==> src/rtl/mult_seq.sv <==
// mult_seq: iterative 32x32 shift-add multiplier with start/done handshake.
// Signed operation multiplies magnitudes and negates the 64-bit result at the end.
module mult_seq (
  input  logic        clk,
  input  logic        resetn,
  input  logic        mult_begin,
  input  logic        mult_signed,
  input  logic [31:0] mult_op1,
  input  logic [31:0] mult_op2,
  output logic        busy,
  output logic        mult_end,
  output logic [63:0] product
);

  typedef enum logic [1:0] {
    IDLE = 2'd0,
    RUN  = 2'd1,
    DONE = 2'd2
  } state_t;

  state_t      state_q;
  logic [63:0] mcand_q;
  logic [31:0] mplier_q;
  logic [63:0] acc_q;
  logic [4:0]  cnt_q;
  logic        neg_q;
  logic [63:0] product_q;
  logic        mult_end_q;

  logic [31:0] op1_sel_d;
  logic [31:0] op2_sel_d;
  logic [63:0] acc_d;

  // Operand magnitudes at accept (|-2^31| is 32'h8000_0000 as unsigned) and the next accumulator value.
  always_comb begin
    op1_sel_d = mult_op1;
    op2_sel_d = mult_op2;
    if (mult_signed) begin
      if (mult_op1[31]) op1_sel_d = ~mult_op1 + 32'd1;
      if (mult_op2[31]) op2_sel_d = ~mult_op2 + 32'd1;
    end
    acc_d = acc_q;
    if (mplier_q[0]) acc_d = acc_q + mcand_q;
  end

  // Control FSM and datapath: accept in IDLE, 32 shift-add steps in RUN, sign fix-up and pulse in DONE.
  always_ff @(posedge clk or negedge resetn) begin
    if (!resetn) begin
      state_q    <= IDLE;
      mcand_q    <= 64'd0;
      mplier_q   <= 32'd0;
      acc_q      <= 64'd0;
      cnt_q      <= 5'd0;
      neg_q      <= 1'b0;
      product_q  <= 64'd0;
      mult_end_q <= 1'b0;
    end else begin
      mult_end_q <= 1'b0;
      case (state_q)
        IDLE: begin
          if (mult_begin) begin
            state_q  <= RUN;
            mcand_q  <= {32'd0, op1_sel_d};
            mplier_q <= op2_sel_d;
            neg_q    <= mult_signed & (mult_op1[31] ^ mult_op2[31]);
            acc_q    <= 64'd0;
            cnt_q    <= 5'd0;
          end
        end
        RUN: begin
          acc_q    <= acc_d;
          mcand_q  <= {mcand_q[62:0], 1'b0};
          mplier_q <= {1'b0, mplier_q[31:1]};
          cnt_q    <= cnt_q + 5'd1;
          if (cnt_q == 5'd31) state_q <= DONE;
        end
        DONE: begin
          product_q  <= neg_q ? (~acc_q + 64'd1) : acc_q;
          mult_end_q <= 1'b1;
          state_q    <= IDLE;
        end
        default: state_q <= IDLE;
      endcase
    end
  end

  assign busy     = (state_q != IDLE);
  assign mult_end = mult_end_q;
  assign product  = product_q;

endmodule

==> config.mk <==
export PLATFORM = sky130hd
export DESIGN_NAME = mult_seq
export DESIGN_NICKNAME = d
export VERILOG_FILES = /design/src/rtl/mult_seq.sv
export SDC_FILE = /design/constraint.sdc
export NUM_CORES = 1
export LEC_CHECK = 0
export ABC_AREA = 1
export CAP_MARGIN = 10
export CORE_MARGIN = 5
export CORE_UTILIZATION = 40
export DETAILED_ROUTE_END_ITERATION = 10
export DONT_BUFFER_PORTS = 1
export PLACE_DENSITY = 0.56
export SYNTH_ARGS = -nofsm -noshare
export SYNTH_HDL_FRONTEND = slang
export SYNTH_SLANG_ARGS = --single-unit
==> constraint.sdc <==
create_clock -name clk -period 1.8 [get_ports clk]
set_input_delay 0.27 -clock clk [delete_from_list [all_inputs] [get_ports clk]]
set_output_delay 0.27 -clock clk [all_outputs]
set_load 0.01 [all_outputs]
Yosys cells after proc, flatten, opt, wreduce, memory -nomap -nowiden

Cells that the tools add are included.
W data, S select, Z words.

Register bits after elaboration: 233
Bits of input ports: 68
Output and inout bits: 66

Add/subtract/negate cells: 5
Eq/ne operators: 6
Mux-type cells: 18
Bitwise logic cells: 5
Reduce and logical (&&, ||, !) cells: 7

Operator list:

| kind                    | number |
|---|---|
| $mux W64                | 4 |
| $pmux W64 S2            | 2 |
| $mux W32                | 5 |
| $add A32 B1 Y32 const B | 2 |
| $add A64 B1 Y64 const B | 1 |
| $add A64 B64 Y64        | 1 |
| $not A32 Y32            | 2 |
| $not A64 Y64            | 1 |
| $pmux W32 S2            | 1 |
| $pmux W5 S2             | 1 |
| $ne A2 B2 Y1 const B    | 3 |
| $reduce_and A2 Y1       | 3 |
| $add A5 B1 Y5 const B   | 1 |
| $eq A5 B5 Y1 const B    | 1 |
| $mux W5                 | 1 |
| $mux W2                 | 2 |
| $pmux W2 S2             | 1 |
| $reduce_bool A2 Y1      | 2 |
| $reduce_and A3 Y1       | 1 |
| $eq A2 B1 Y1 const B    | 1 |
| $eq A2 B2 Y1 const B    | 1 |
| $logic_not A2 Y1        | 1 |
| $and A1 B1 Y1           | 1 |
| $mux W1                 | 1 |
| $xor A1 B1 Y1           | 1 |

Longest topological paths before layout

Depth after elaboration: 6
Mapped depth: 17
Depth with buffers taken out: 17

Worst setup path after synthesis

Ideal clock, no wire load.

Kind: reg2reg
Start point: register acc_q[0]
End point: register acc_q[50]
Setup time: 118 ps
Arrival time: 1823 ps
Slack: -141 ps
Stages on the path, launching flop included: 16
Path buffers: 0
Clock period less this slack: 1941 ps
Cell sequence: dfrtp_1 -> ha_1 -> inv_1 -> fa_1 -> inv_1 -> nand3_1 -> nor2_1 -> nand2_1 -> nand3_1 -> nand2_1 -> nand2_1 -> nand3_1 -> nand2_1 -> nand2_1 -> nand3_1 -> nand2_1

Cells in the longest elaborated chain, start to end: 3

RTL lines:

| item                     | line | text |
|---|---|---|
| start: declaration       | 24   | `logic [63:0] acc_q;` |
| start signal: assignment | 52   | `acc_q <= 64'd0;` |
| start signal: assignment | 66   | `acc_q <= 64'd0;` |
| start signal: assignment | 71   | `acc_q <= acc_d;` |
| $add A64 B64 Y64         | 43   | `if (mplier_q[0]) acc_d = acc_q + mcand_q;` |
| $mux W64                 | 43   |  |
| $pmux W64 S2             | 59   | `case (state_q)` |

No other way between the ends. The select of a mux whose other input is x is not followed.
A chain may end at the register's enable or synchronous reset.

Worst setup path after layout

Start point: register mcand_q[28]
End point: register acc_q[46]

Cells in the longest elaborated chain, start to end: 3

RTL lines:

| item                     | line | text |
|---|---|---|
| start: declaration       | 22   | `logic [63:0] mcand_q;` |
| start signal: assignment | 63   | `mcand_q <= {32'd0, op1_sel_d};` |
| start signal: assignment | 72   | `mcand_q <= {mcand_q[62:0], 1'b0};` |
| $add A64 B64 Y64         | 43   |  |
| $mux W64                 | 43   |  |
| $pmux W64 S2             | 59   |  |

No other way between the ends. The select of a mux whose other input is x is not followed.

==> impl_metrics.env <==
export IMPL_cts_clk_slew_worst_paths_ns=0.07
export IMPL_startpoint_class="flop"
export IMPL_setup_total_neg_slack_ns=-15.81
export IMPL_synth_net_count=3058
export IMPL_syn_area_per_cell_sq_um=6.26
export IMPL_remaining_global_route_overflow=0
export IMPL_detail_route_first_pass_iterations=6
export IMPL_die_area_sq_mm=0.0501
export IMPL_achievable_frequency_mhz=474
export IMPL_setup_viol=99
export IMPL_synth_most_common_cell="sky130_fd_sc_hd__nand2_1"
export IMPL_clock_power_share=0.105
export IMPL_maxCapViolations=0
export IMPL_fp_coreArea_sq_mm=0.0453
export IMPL_timing_max_slew_rel_slack=0.549
export IMPL_postSynthRegisterBits=233
export IMPL_final_critical_period_ns=2.11
export IMPL_worstPathCellList="ha_4 > nand2_2 > nor2_2 > inv_1 > nor3_2 > nand2_2 > nand2_4 > nand2_2 > nand2_1 > nand2_1 > nand3_2 > nand2_1"
export IMPL_initialDrtViolationCount=1370
export IMPL_timing_hold_ws_ns=-0.607
export IMPL_placedInstanceArea_sq_mm=0.0219
export IMPL_multiInputGateArea_sq_mm=0.0138
export IMPL_holdBufCountCts=62
export IMPL_synth_cell_type_count=52
export IMPL_final_period_utilization=1.17
export IMPL_cell_area_after_synthesis_sq_mm=0.0183
export IMPL_vias_in_the_first_global_route=20079
export IMPL_cts_tree="done"
export IMPL_buf_inv_on_cp=1
export IMPL_postSynthCellCount=2921
export IMPL_worst_path_max_delay_cell="sky130_fd_sc_hd__dfrtp_2"
export IMPL_detail_route_vias_per_cell=5.16
export IMPL_intPower_uw=26900
export IMPL_dp_worst_setup_slack_ns=-0.568
export IMPL_worstPathMaxFanout=4
export IMPL_yosysTopAreaCell="sky130_fd_sc_hd__dfrtp_1"
export IMPL_startpoint_of_the_worst_setup_timing_path="mcand_q[28]"
export IMPL_diodes=0
export IMPL_violations="hold timing, setup timing"
export IMPL_final_max_slew_violation_count=0
export IMPL_ys_warnings_count=0
export IMPL_hpwlAfterDp_mm=53.2
export IMPL_total_number_of_clock_tree_sinks=233
export IMPL_groute_usage_overall=0.273
export IMPL_switching_power_uw=25800
export IMPL_floorplan_die_height_um=224
export IMPL_start_util=0.404
export IMPL_synth_top_area_share=0.319
export IMPL_totalWireLength_mm=71.9
export IMPL_post_layout_total_power_uw=52700
export IMPL_power_density_mw_per_mm2=1900
export IMPL_cell_types_with_the_highest_counts_after_synthesis="sky130_fd_sc_hd__nand2_1 (1039), sky130_fd_sc_hd__inv_1 (477), sky130_fd_sc_hd__nor2_1 (267)"
export IMPL_worst_slew_pin_slew_ns=0.676
export IMPL_critPathRequiredTime_ns=2.26
export IMPL_synth_top_cells_by_area="sky130_fd_sc_hd__dfrtp_1 (32%), sky130_fd_sc_hd__nand2_1 (21%), sky130_fd_sc_hd__inv_1 (9.8%), sky130_fd_sc_hd__nand3_1 (5.5%), sky130_fd_sc_hd__nor2_1 (5.5%)"
export IMPL_dominantRegCellSynth="sky130_fd_sc_hd__dfrtp_1"
export IMPL_areaGrowthSynthToFinish_pct=52.0
export IMPL_total_of_buffers_placed_on_input_and_output_ports=0
export IMPL_run_status="finished with violations"
export IMPL_fin_nets=3543
export IMPL_worstSkewPairLatency_ns=0.58
export IMPL_worstSetupPathType="reg -> reg"
export IMPL_post_route_cells_drive_above_1_share=0.359
export IMPL_cell_family_contributing_the_most_delay_on_the_critical_path="simple AND/OR/NAND/NOR gates"
export IMPL_rsz0062_at_grt="yes"
export IMPL_p_leak_uw=0.0141
export IMPL_grt_pass1_wl_mm=110
export IMPL_worstPathArrival_ns=2.57
export IMPL_avgRoutedWirePerCell_um=17.9
export IMPL_die_width_um=224
export IMPL_drtAntennaViolNets=0
export IMPL_io_pins=134
export IMPL_power_combinational_fraction=0.718
export IMPL_crit_path_end_kind="flop"
export IMPL_clk_path_buf_depth=3
export IMPL_vias=20781
export IMPL_layout_cell_area_non_filler_sq_mm=0.0278
export IMPL_numCtsBuffers=28
export IMPL_drc=0
export IMPL_seq_power_share=0.176
export IMPL_grt_max_degree=234
export IMPL_worst_r2r_startpoint="mcand_q[28]"
export IMPL_clockRootBuffer="sky130_fd_sc_hd__clkbuf_16"
export IMPL_synth_seq_area_share=0.319
export IMPL_cpPeakStageDelay_ns=0.46
export IMPL_final_seq_area_sq_mm=0.00586
export IMPL_report_final_hold_viol_count=233
export IMPL_row_count=78
export IMPL_initial_antenna_violation_count=0
export IMPL_worst_hold_path_type="in -> async"
export IMPL_vdd_ir_drop_worst_v=0.00123
export IMPL_async_reset_ff_frac=1.00
export IMPL_cts_max_level=1
export IMPL_worst_clock_skew_ns=0.0146
export IMPL_fillCellCount=4079
export IMPL_timing_final_ws_setup_ns=-0.311
export IMPL_place_gp_congestion=0.974
export IMPL_synth_edff_count=0
export IMPL_netSwitchingFraction=0.490
## metrics by stage
step	utilization	instances
finish	0.614	4025
global route	0.614	4025
CTS	0.577	3988
detailed placement	0.483	3833
global placement	0.483	3833
floorplan	-	2921
## power groups by stage
stage                     logic, uW  clock network (uW)  registers (uW)
after global routing          40800                5860            9470
after detailed placement      26900                   0            8830
after floorplan               14900                   0            8490
after global placement        26700                   0            8790
final                         37900                5560            9300
after CTS                     33300                5700            9200
## kinds of logic after synthesis
family,Yosys count,synth area share
AND/OR/NAND/NOR,1625,0.369
flip-flops,233,0.319
XOR/XNOR,63,0.0302
AO/OA/AOI/OAI,366,0.117
buffers and inverters,565,0.118
adder cells (fa/ha/maj),69,0.0476
## cell type report
type	count	area share
multi-input combinational	2123	0.498
timing repair buffer	521	0.164
clock buffer	43	0.0305
inverter	499	0.0687
tap	600	0.0270
sequential	233	0.211
clock inverter	6	0.00121
## worst paths after layout
kind / endpoint / slack (ns) / cells after the start
setup reg to reg: acc_q[46] / -0.31 / 12
hold reg to reg: mplier_q[31] / 0.48 / 2
max in group asynchronous: acc_q[36] / 1.92 / 0
min in group clk: mcand_q[6] / 0.02 / 2
setup / recovery: acc_q[46] / -0.31 / 12
hold / removal: product[18] / -0.61 / 0
## flip-flops by register name (all words and copies together) (netlist names)
name and count:
acc_q 64, cnt_q 5, mcand_q 64, mplier_q 32, mult_end 1, neg_q 1, product 64, state_q 2
## placed cells by master, fill, tap and decap left out, types with 32 or more instances in the layout
cell / netlist / final
sky130_fd_sc_hd__nand2_2: 2 / 188
sky130_fd_sc_hd__inv_2: 19 / 63
sky130_fd_sc_hd__a21oi_1: 72 / 33
sky130_fd_sc_hd__o21ai_0: 136 / 91
sky130_fd_sc_hd__o21ai_1: 19 / 56
sky130_fd_sc_hd__nand2_4: 1 / 85
sky130_fd_sc_hd__buf_6: 0 / 82
sky130_fd_sc_hd__xor2_1: 53 / 45
sky130_fd_sc_hd__nor2_1: 267 / 167
sky130_fd_sc_hd__ha_4: 0 / 57
sky130_fd_sc_hd__inv_1: 477 / 420
sky130_fd_sc_hd__dlygate4sd3_1: 0 / 61
sky130_fd_sc_hd__a22oi_1: 55 / 55
sky130_fd_sc_hd__nand3_1: 202 / 132
sky130_fd_sc_hd__dfrtp_1: 233 / 206
sky130_fd_sc_hd__buf_4: 3 / 362
sky130_fd_sc_hd__nand3_2: 5 / 53
sky130_fd_sc_hd__nand4_1: 32 / 32
sky130_fd_sc_hd__nor2_4: 3 / 66
sky130_fd_sc_hd__o22ai_1: 40 / 38
sky130_fd_sc_hd__nand2_1: 1039 / 764
sky130_fd_sc_hd__nor2_2: 15 / 52
## routing by layer
layer / vias up / track usage / share of wire
li1: 10187 / - / -
met1: 9842 / 0.380 / 0.44
met2: 631 / 0.451 / 0.47
met3: 121 / 0.0358 / 0.065
met4: 0 / 0.0704 / 0.031
met5: - / 0 / 0
## timing repair
item,in CTS,in global routing
setup buffers,48,49
cloned,0,1
gates resized for setup,617,389
setup endpoints to repair,106,155
pin swaps,171,202
hold endpoints to repair,291,233
(Power assumes the default switching activity.)
